### src/rtl/plic_ctx_arb_pkg.sv
// Shared types and defaults for the PLIC context arbiter.
//   state_e : arbiter FSM states (IDLE / ISSUE / RESP)
//   op_e    : latched transaction kind (claim, complete, timeout-forced complete)
//   ctx_w() : index width for a given context count (minimum 1 bit)
package plic_ctx_arb_pkg;

    localparam int PLIC_CTX_NUM   = 4;
    localparam int PLIC_IRQ_NUM   = 32;
    localparam int PLIC_IRQ_WIDTH = 5;

    typedef enum logic [1:0] {
        ST_IDLE  = 2'd0,
        ST_ISSUE = 2'd1,
        ST_RESP  = 2'd2
    } state_e;

    typedef enum logic [1:0] {
        OP_CLAM = 2'd0,
        OP_COMP = 2'd1,
        OP_TMO  = 2'd2
    } op_e;

    function automatic int ctx_w(input int n);
        return (n > 1) ? $clog2(n) : 1;
    endfunction

endpackage

### src/rtl/plic_ctx_arb_if.sv
// Bundle between the per-context front-ends / plic_core and the arbiter.
//   master : front-ends and core (drive requests, complete IDs, core_id_i)
//   slave  : the arbiter (drives acks, responses, core strobes, timeout pulses)
// Handshake: a context holds ctx_clam_req_i / ctx_comp_req_i (and its ctx_comp_id_i
// slice) high and stable until it sees its one-cycle ctx_ack_o bit; the response
// fields are valid only in that ack cycle. dbg_state exposes the arbiter FSM.
interface plic_ctx_arb_if
    import plic_ctx_arb_pkg::*;
#(
    parameter int NUM_CTX   = PLIC_CTX_NUM,
    parameter int IRQ_WIDTH = PLIC_IRQ_WIDTH
) ();

    logic [NUM_CTX-1:0]           ctx_clam_req_i;
    logic [NUM_CTX-1:0]           ctx_comp_req_i;
    logic [NUM_CTX*IRQ_WIDTH-1:0] ctx_comp_id_i;
    logic [NUM_CTX-1:0]           ctx_ack_o;
    logic [IRQ_WIDTH-1:0]         ctx_rsp_id_o;
    logic                         ctx_rsp_err_o;
    logic                         core_clam_o;
    logic                         core_comp_o;
    logic [IRQ_WIDTH-1:0]         core_id_o;
    logic [IRQ_WIDTH-1:0]         core_id_i;
    logic [NUM_CTX-1:0]           timeout_o;
    state_e                       dbg_state;

    modport master (
        output ctx_clam_req_i, ctx_comp_req_i, ctx_comp_id_i, core_id_i,
        input  ctx_ack_o, ctx_rsp_id_o, ctx_rsp_err_o, core_clam_o, core_comp_o,
        input  core_id_o, timeout_o, dbg_state
    );

    modport slave (
        input  ctx_clam_req_i, ctx_comp_req_i, ctx_comp_id_i, core_id_i,
        output ctx_ack_o, ctx_rsp_id_o, ctx_rsp_err_o, core_clam_o, core_comp_o,
        output core_id_o, timeout_o, dbg_state
    );

endinterface

### src/rtl/plic_ctx_arb_rr.sv
// Round-robin arbiter: searches req starting at ptr, wrapping at N.
//   req     : request vector
//   ptr     : search start index
//   gnt     : one-hot grant
//   gnt_idx : grant index
//   gnt_vld : any request present
module plic_ctx_arb_rr
    import plic_ctx_arb_pkg::*;
#(
    parameter int N  = PLIC_CTX_NUM,
    parameter int CW = ctx_w(PLIC_CTX_NUM)
) (
    input  logic [N-1:0]  req,
    input  logic [CW-1:0] ptr,
    output logic [N-1:0]  gnt,
    output logic [CW-1:0] gnt_idx,
    output logic          gnt_vld
);

    always_comb begin
        gnt     = '0;
        gnt_idx = '0;
        gnt_vld = 1'b0;
        for (int i = 0; i < N; i++) begin
            if (!gnt_vld && req[(int'(ptr) + i) % N]) begin
                gnt_vld                   = 1'b1;
                gnt_idx                   = CW'((int'(ptr) + i) % N);
                gnt[(int'(ptr) + i) % N]  = 1'b1;
            end
        end
    end

endmodule

### src/rtl/plic_ctx_arb.sv
// Shares plic_core's single claim/complete port between NUM_CTX hart contexts.
// One transaction per 3 cycles: IDLE (pick winner) -> ISSUE (core strobe) -> RESP (ack).
// An ownership table records which context claimed each ID; completes from any
// other context, or of ID 0 / unowned IDs, are answered with err and no core strobe.
// Ports: clk_i, rst_n_i (async, active low), bus (plic_ctx_arb_if.slave).
// Optional feature: define PLIC_CTX_ARB_TIMEOUT_EN to force-complete IDs a context
// has held for TIMEOUT_CYC cycles without being acked; otherwise timeout_o is 0.
module plic_ctx_arb
    import plic_ctx_arb_pkg::*;
#(
    parameter int NUM_CTX     = PLIC_CTX_NUM,
    parameter int IRQ_NUM     = PLIC_IRQ_NUM,
    parameter int IRQ_WIDTH   = PLIC_IRQ_WIDTH,
    parameter int TIMEOUT_CYC = 1024
) (
    input logic          clk_i,
    input logic          rst_n_i,
    plic_ctx_arb_if.slave bus
);

    localparam int CW = ctx_w(NUM_CTX);

    if (NUM_CTX < 2 || NUM_CTX > 8 || IRQ_NUM > (1 << IRQ_WIDTH) || TIMEOUT_CYC < 1) begin : g_bad_cfg
        $error("plic_ctx_arb: unsupported parameter set");
    end

    state_e               state;
    op_e                  lat_op;
    logic [CW-1:0]        lat_ctx;
    logic [IRQ_WIDTH-1:0] lat_id;
    logic                 lat_err;
    logic [CW-1:0]        ptr;

    logic [IRQ_NUM-1:0]   own_vld;
    logic [CW-1:0]        own_ctx [IRQ_NUM];

    logic                 clam_q, comp_q, rsp_err_q;
    logic [IRQ_WIDTH-1:0] core_id_q, rsp_id_q;
    logic [NUM_CTX-1:0]   ack_q, tmo_q;

    logic [NUM_CTX-1:0]   gnt;
    logic [CW-1:0]        gnt_idx;
    logic                 gnt_vld;
    logic                 win_comp, win_ok;
    logic [IRQ_WIDTH-1:0] win_id;

    logic                 tmo_vld;
    logic [CW-1:0]        tmo_ctx;
    logic [IRQ_WIDTH-1:0] tmo_id;

    plic_ctx_arb_rr #(.N(NUM_CTX), .CW(CW)) u_rr (
        .req     (bus.ctx_clam_req_i | bus.ctx_comp_req_i),
        .ptr     (ptr),
        .gnt     (gnt),
        .gnt_idx (gnt_idx),
        .gnt_vld (gnt_vld)
    );

    // Complete takes precedence over claim for the same context.
    always_comb begin
        win_comp = |(gnt & bus.ctx_comp_req_i);
        win_id   = bus.ctx_comp_id_i[gnt_idx*IRQ_WIDTH +: IRQ_WIDTH];
        win_ok   = (win_id != '0) && (int'(win_id) < IRQ_NUM) &&
                   own_vld[win_id] && (own_ctx[win_id] == gnt_idx);
    end

`ifdef PLIC_CTX_ARB_TIMEOUT_EN
    localparam int TW = $clog2(TIMEOUT_CYC + 1);

    logic [TW-1:0]      tmo_cnt [NUM_CTX];
    logic [NUM_CTX-1:0] owns, tmo_pend;

    // Lowest pending context wins; its lowest owned ID is the forced complete.
    always_comb begin
        owns    = '0;
        tmo_vld = 1'b0;
        tmo_ctx = '0;
        tmo_id  = '0;
        for (int i = 1; i < IRQ_NUM; i++)
            if (own_vld[i]) owns[own_ctx[i]] = 1'b1;
        for (int c = 0; c < NUM_CTX; c++)
            tmo_pend[c] = (tmo_cnt[c] == TW'(TIMEOUT_CYC));
        for (int c = NUM_CTX - 1; c >= 0; c--)
            if (tmo_pend[c]) begin
                tmo_vld = 1'b1;
                tmo_ctx = CW'(c);
            end
        for (int i = IRQ_NUM - 1; i >= 1; i--)
            if (own_vld[i] && own_ctx[i] == tmo_ctx) tmo_id = IRQ_WIDTH'(i);
    end

    // Counter saturates at TIMEOUT_CYC until the forced complete reaches RESP.
    always_ff @(posedge clk_i or negedge rst_n_i) begin
        if (!rst_n_i) begin
            for (int c = 0; c < NUM_CTX; c++) tmo_cnt[c] <= '0;
        end else begin
            for (int c = 0; c < NUM_CTX; c++) begin
                if (!owns[c] || (state == ST_RESP && int'(lat_ctx) == c))
                    tmo_cnt[c] <= '0;
                else if (!tmo_pend[c])
                    tmo_cnt[c] <= tmo_cnt[c] + 1'b1;
            end
        end
    end
`else
    assign tmo_vld = 1'b0;
    assign tmo_ctx = '0;
    assign tmo_id  = '0;
`endif

    always_ff @(posedge clk_i or negedge rst_n_i) begin
        if (!rst_n_i) begin
            state     <= ST_IDLE;
            lat_op    <= OP_CLAM;
            lat_ctx   <= '0;
            lat_id    <= '0;
            lat_err   <= 1'b0;
            ptr       <= '0;
            own_vld   <= '0;
            for (int i = 0; i < IRQ_NUM; i++) own_ctx[i] <= '0;
            clam_q    <= 1'b0;
            comp_q    <= 1'b0;
            core_id_q <= '0;
            ack_q     <= '0;
            rsp_id_q  <= '0;
            rsp_err_q <= 1'b0;
            tmo_q     <= '0;
        end else begin
            // Strobes, ack and response are single-cycle pulses.
            clam_q    <= 1'b0;
            comp_q    <= 1'b0;
            core_id_q <= '0;
            ack_q     <= '0;
            rsp_id_q  <= '0;
            rsp_err_q <= 1'b0;
            tmo_q     <= '0;
            case (state)
                ST_IDLE: begin
                    if (tmo_vld) begin
                        state     <= ST_ISSUE;
                        lat_op    <= OP_TMO;
                        lat_ctx   <= tmo_ctx;
                        lat_id    <= tmo_id;
                        lat_err   <= 1'b0;
                        comp_q    <= 1'b1;
                        core_id_q <= tmo_id;
                    end else if (gnt_vld) begin
                        state   <= ST_ISSUE;
                        lat_ctx <= gnt_idx;
                        ptr     <= (gnt_idx == CW'(NUM_CTX - 1)) ? '0 : gnt_idx + 1'b1;
                        if (win_comp) begin
                            lat_op  <= OP_COMP;
                            lat_id  <= win_id;
                            lat_err <= !win_ok;
                            if (win_ok) begin
                                comp_q    <= 1'b1;
                                core_id_q <= win_id;
                            end
                        end else begin
                            lat_op  <= OP_CLAM;
                            lat_id  <= '0;
                            lat_err <= 1'b0;
                            clam_q  <= 1'b1;
                        end
                    end
                end
                ST_ISSUE: begin
                    state <= ST_RESP;
                    // Table updates land at the end of ISSUE so a reset inside the
                    // transaction leaves nothing half-written.
                    case (lat_op)
                        OP_CLAM: begin
                            if (bus.core_id_i != '0 && int'(bus.core_id_i) < IRQ_NUM) begin
                                assert (!own_vld[bus.core_id_i]);
                                own_vld[bus.core_id_i] <= 1'b1;
                                own_ctx[bus.core_id_i] <= lat_ctx;
                            end
                            ack_q[lat_ctx] <= 1'b1;
                            rsp_id_q       <= bus.core_id_i;
                        end
                        OP_COMP: begin
                            if (!lat_err) own_vld[lat_id] <= 1'b0;
                            ack_q[lat_ctx] <= 1'b1;
                            rsp_id_q       <= lat_id;
                            rsp_err_q      <= lat_err;
                        end
                        default: begin
                            own_vld[lat_id] <= 1'b0;
                            tmo_q[lat_ctx]  <= 1'b1;
                        end
                    endcase
                end
                default: state <= ST_IDLE;
            endcase
        end
    end

    assign bus.core_clam_o   = clam_q;
    assign bus.core_comp_o   = comp_q;
    assign bus.core_id_o     = core_id_q;
    assign bus.ctx_ack_o     = ack_q;
    assign bus.ctx_rsp_id_o  = rsp_id_q;
    assign bus.ctx_rsp_err_o = rsp_err_q;
    assign bus.timeout_o     = tmo_q;
    assign bus.dbg_state     = state;

endmodule

### src/flat_wrapper.sv
// flat-port wrapper written by rule: the top's interface ports become plain ports
module plic_ctx_arb_flat import plic_ctx_arb_pkg::*;
#(
    parameter int NUM_CTX     = PLIC_CTX_NUM,
    parameter int IRQ_NUM     = PLIC_IRQ_NUM,
    parameter int IRQ_WIDTH   = PLIC_IRQ_WIDTH,
    parameter int TIMEOUT_CYC = 1024
)
  (clk_i, rst_n_i, bus_ctx_clam_req_i, bus_ctx_comp_req_i, bus_ctx_comp_id_i, bus_core_id_i, bus_ctx_ack_o, bus_ctx_rsp_id_o, bus_ctx_rsp_err_o, bus_core_clam_o, bus_core_comp_o, bus_core_id_o, bus_timeout_o, bus_dbg_state);
  plic_ctx_arb_if #(.NUM_CTX(NUM_CTX), .IRQ_WIDTH(IRQ_WIDTH)) bus_i ();
  input logic clk_i;
  input logic rst_n_i;
  input wire logic [$bits(bus_i.ctx_clam_req_i)-1:0] bus_ctx_clam_req_i;
  input wire logic [$bits(bus_i.ctx_comp_req_i)-1:0] bus_ctx_comp_req_i;
  input wire logic [$bits(bus_i.ctx_comp_id_i)-1:0] bus_ctx_comp_id_i;
  input wire logic [$bits(bus_i.core_id_i)-1:0] bus_core_id_i;
  output wire logic [$bits(bus_i.ctx_ack_o)-1:0] bus_ctx_ack_o;
  output wire logic [$bits(bus_i.ctx_rsp_id_o)-1:0] bus_ctx_rsp_id_o;
  output wire logic [$bits(bus_i.ctx_rsp_err_o)-1:0] bus_ctx_rsp_err_o;
  output wire logic [$bits(bus_i.core_clam_o)-1:0] bus_core_clam_o;
  output wire logic [$bits(bus_i.core_comp_o)-1:0] bus_core_comp_o;
  output wire logic [$bits(bus_i.core_id_o)-1:0] bus_core_id_o;
  output wire logic [$bits(bus_i.timeout_o)-1:0] bus_timeout_o;
  output wire logic [$bits(bus_i.dbg_state)-1:0] bus_dbg_state;
  assign bus_i.ctx_clam_req_i = bus_ctx_clam_req_i;
  assign bus_i.ctx_comp_req_i = bus_ctx_comp_req_i;
  assign bus_i.ctx_comp_id_i = bus_ctx_comp_id_i;
  assign bus_i.core_id_i = bus_core_id_i;
  assign bus_ctx_ack_o = bus_i.ctx_ack_o;
  assign bus_ctx_rsp_id_o = bus_i.ctx_rsp_id_o;
  assign bus_ctx_rsp_err_o = bus_i.ctx_rsp_err_o;
  assign bus_core_clam_o = bus_i.core_clam_o;
  assign bus_core_comp_o = bus_i.core_comp_o;
  assign bus_core_id_o = bus_i.core_id_o;
  assign bus_timeout_o = bus_i.timeout_o;
  assign bus_dbg_state = bus_i.dbg_state;
  plic_ctx_arb #(.NUM_CTX(NUM_CTX), .IRQ_NUM(IRQ_NUM), .IRQ_WIDTH(IRQ_WIDTH), .TIMEOUT_CYC(TIMEOUT_CYC)) u_core (.clk_i(clk_i), .rst_n_i(rst_n_i), .bus(bus_i));
endmodule
### config.mk
export PLATFORM = sky130hd
export DESIGN_NAME = plic_ctx_arb_flat
export DESIGN_NICKNAME = d
export VERILOG_FILES = /design/src/rtl/plic_ctx_arb_pkg.sv /design/src/rtl/plic_ctx_arb_if.sv /design/src/rtl/plic_ctx_arb_rr.sv /design/src/rtl/plic_ctx_arb.sv /design/src/flat_wrapper.sv
export SDC_FILE = /design/constraint.sdc
export NUM_CORES = 1
export LEC_CHECK = 0
export CAP_MARGIN = 20
export CORE_MARGIN = 3
export CORE_UTILIZATION = 64
export DETAILED_ROUTE_END_ITERATION = 10
export DONT_BUFFER_PORTS = 1
export PLACE_DENSITY = 0.8
export SLEW_MARGIN = 5
export SYNTH_ARGS = -nofsm -noshare
export SYNTH_HDL_FRONTEND = slang
export SYNTH_SLANG_ARGS = --single-unit
### constraint.sdc
create_clock -name clk_i -period 5.45 [get_ports clk_i]
set_input_delay 1.635 -clock clk_i [delete_from_list [all_inputs] [get_ports clk_i]]
set_output_delay 1.635 -clock clk_i [all_outputs]
set_load 0.005 [all_outputs]
==> flow_summary.yaml, run 1 <==
synth:
  synthArstFlopShare: 1.000
  synth_top_area_share: 0.4505
  syn_area_mm2: 0.006943
  ys_warn_count: 0
  ys_types: 71
  synthTopCellsByArea: "dfrtp_1 (45%), mux2_2 (12%), mux2i_1 (4.6%)"
  syn_avg_cell_area_um2: 10.20
  ys_seq_area_frac: 0.4505
  synth_area_leader_cell: "dfrtp_1"
  syn_inst: 681
  ys_ff_latch: 125
  ys.flop_type: "dfrtp_1"
  synth_edf_count: 0
final_layout:
  syn2layout_area_growth_pct: 14.11
  antenna_cells: 0
  mostFrequentLayoutCells: "dfrtp_1 (125), mux2_2 (75), nor2_1 (69)"
  fin_cells: 853
  drive_above_1_share: 0.2469
  final_cell_area_mm2: 0.007923
  final_common_cell: "dfrtp_1"
  fin_nets: 748
power:
  seqPwrFrac: 0.264
  internal-power_uw: 3245
  p_comb_frac: 0.524
  power_density_mw_per_mm2: 721.7
  sw_frac_of_total: 0.4325
  netSwitchingPower_uw: 2473
  p_clk_frac: 0.213
  vdd_drop_max_mv: 0.3941
  p_leak_uw: 0.003613
timing:
  report.final.hold_viol_count: 0
  rsz0062_at_grt: "no"
  fin_crit_ps: 5022
  worstMarginPinSlew_ps: 1113
  worst_slack_ps: 428.5
  max_slew_margin: 0.2549
  max_freq_ghz: 0.1991
  fin_skew_ps: 9.924
  slew_violations: 0
  setup_viol: 0
  timing.final.crit_share: 0.9214
routing:
  avgRoutedWirePerCell_um: 24.40
  dr_total_vias: 5996
  detail-route-antenna-nets: 0
  dr.pass1.iters: 10
  vias_per_cell: 7.029
  drtIter0Drc: 962
  drt_wl_total_um: 20810
  drc_errors: 0
place:
  place_hpwl_um: 14050
  pre_cts_slack_ps: -25.97
  placed_area_mm2: 0.007242
  dp.cells: 819
  routabilityCongestion: 0.9844
  io_buffer_count: 0
clock_tree:
  cts_sinks: 125
  cts-root-buf: "clkbuf_8"
  insertion_delay_ps: 530
  cts_tree: "built"
  cts_buffer_depth: 2
  ctsHoldBuffers: 0
  cts_buffers: 17
  clk_pin_slew_ps: 70
  h-tree-depth: 4
  post_cts_resized: 0
  cts_setup_buffers: 0
setup_path:
  cp.required_ps: 5870
  r2r_setup_slack_ps: 430
  rr_worst_depth: 15
  r2r_start: "u_core.ptr[0]"
  cp_data_arrival_time_ps: 5440
  cp-end-kind: "flip-flop"
  critPathMaxFanout: 14
  crit_type: "reg2reg"
  reg2reg_to: "u_core.lat_err"
  critPathLaunchType: "flip-flop"
die:
  ios: 58
  die_y_um: 110.2
  initial_core_util: 0.6665
  rows: 37
  die-area_mm2: 0.01213
  core_region_area_mm2: 0.01042
  die_w_um: 110.2
min_path:
  hold_start: "u_core.own_ctx[62]"
  whs_endpoint: "u_core.own_ctx[62]"
  min_delay_path_depth: 0
  hold_path.class: "reg2reg"
global_routing:
  grt_pass1_vias: 5965
  grt_max_degree: 126
  grt_util_all_layers: 0.3559
  antenna_found_initial: 0
  grt_pass1_wl_um: 32470
  grt_overflow: 0
status:
  status: "complete, no violations"
run:
  maxCapViolCount: 0
==> worst max-delay path, cell delays in order, from the launching register on <==
cell,delay [ps]
dfrtp_1,380
clkinv_1,330
ha_1,580
nor4b_1,230
o21ai_0,370
nand2_1,260
nor2_1,280
o221ai_2,160
o22ai_2,630
buf_4,230
mux2i_1,120
a221oi_1,470
a21oi_1,150
a22oi_2,230
o2111ai_4,220
a22o_1,250
==> registers in the layout, summed over array words and instances (netlist names) <==
register,flops
u_core.ptr,2
u_core.bus.ctx_rsp_id_o,5
u_core.lat_err,1
u_core.lat_id,5
u_core.lat_op,1
u_core.bus.dbg_state,2
u_core.bus.ctx_ack_o,4
u_core.bus.core_comp_o,1
u_core.lat_ctx,2
u_core.bus.core_clam_o,1
u_core.bus.core_id_o,5
u_core.own_vld,31
u_core.bus.ctx_rsp_err_o,1
u_core.own_ctx,64
==> power by group through the flow <==
| stage | clock [uW] | combinational (uW) | sequential [uW] |
|---|---|---|---|
| CTS | 1210 | 2810 | 1540 |
| finish | 1220 | 2990 | 1510 |
| floorplan | 0 | 2080 | 1360 |
| global placement | 0 | 2690 | 1520 |
| global route | 1250 | 3190 | 1540 |
| detailed placement | 0 | 2780 | 1540 |
==> synth_stat cells (5+ instances only) <==
cell type	instances
dfrtp_1	125
mux2_2	75
nor2_1	69
nand2_1	58
a21oi_1	37
mux2i_1	32
clkbuf_1	26
nand3_1	24
nor3_1	22
o21ai_0	15
inv_1	11
o22a_1	11
ha_1	9
and3_1	8
buf_2	8
nand2b_1	7
a222oi_1	6
a31oi_1	6
buf_4	6
nand3b_1	6
nor3b_1	6
o31ai_1	6
or2_2	6
or3_1	6
a21boi_0	5
a22o_1	5
a22oi_1	5
nand4_1	5
o2111ai_1	5
==> kinds of logic (layout without fill, tap and decap cells) <==
logic type               count (synthesis)  after routing  synth area share
AND/OR/NAND/NOR                        243            243            0.1710
multiplexers                           109            109            0.1743
buffers and inverters                   59             92           0.04091
adder cells (fa/ha/maj)                  9              9           0.01622
flip-flops                             125            125            0.4505
AO/OA/AOI/OAI                          135            135            0.1465
other                                    1              4         0.0005401
==> per-layer routing <==
metal / share of wire / up-vias / track usage
met3: 0.12 / 85 / 0.08736
met1: 0.38 / 2931 / 0.4676
li1: - / 2563 / -
met5: 0 / - / 0
met2: 0.46 / 417 / 0.5719
met4: 0.038 / 0 / 0.1372
==> how the worst max path moves through the flow <==
stage	start	end	slack [ps]	cells past startpoint
6_report	u_core.ptr[0]	u_core.lat_err	430	15
3_3_place_gp	bus_ctx_comp_req_i[1]	u_core.lat_err	80	12
2_1_floorplan	bus_ctx_comp_req_i[3]	u_core.lat_err	390	15
4_1_cts	u_core.ptr[0]	u_core.lat_err	420	15
3_5_place_dp	bus_ctx_comp_req_i[1]	u_core.lat_err	-30	13
5_1_grt	u_core.ptr[0]	u_core.bus.core_id_o[1]	110	14
==> stage by stage <==
| step | util | setup TNS, ps | hold WS [ps] | power [uW] |
|---|---|---|---|---|
| final | 0.7606 | 0 | 381.7 | 5718 |
| after detailed placement | 0.6953 | -25.97 | 369.2 | 4319 |
| after global routing | 0.7606 | 0 | 394.8 | 5985 |
| after floorplan | - | 0 | 425.3 | 3443 |
| after global placement | 0.6953 | 0 | 364.6 | 4215 |
| after CTS | 0.7552 | 0 | 380.7 | 5557 |
==> layout make-up <==
class / instances / area (um2)
clock buffers: 18 / 427.9
clock inverters: 14 / 196.4
fillers: 675 / 2494
inverters: 13 / 48.80
multi-input cells: 500 / 3558
flip-flops and latches: 125 / 3128
well taps: 136 / 170.2
repair buffers: 47 / 392.9
(Power assumes the default switching activity.)
==> run 2, diff against run 1 <==
- CTS_CLUSTER_DIAMETER: unset -> 50
==> results of run 2 <==
No change in the layout: final DEF, timing and power equal those of run 1.
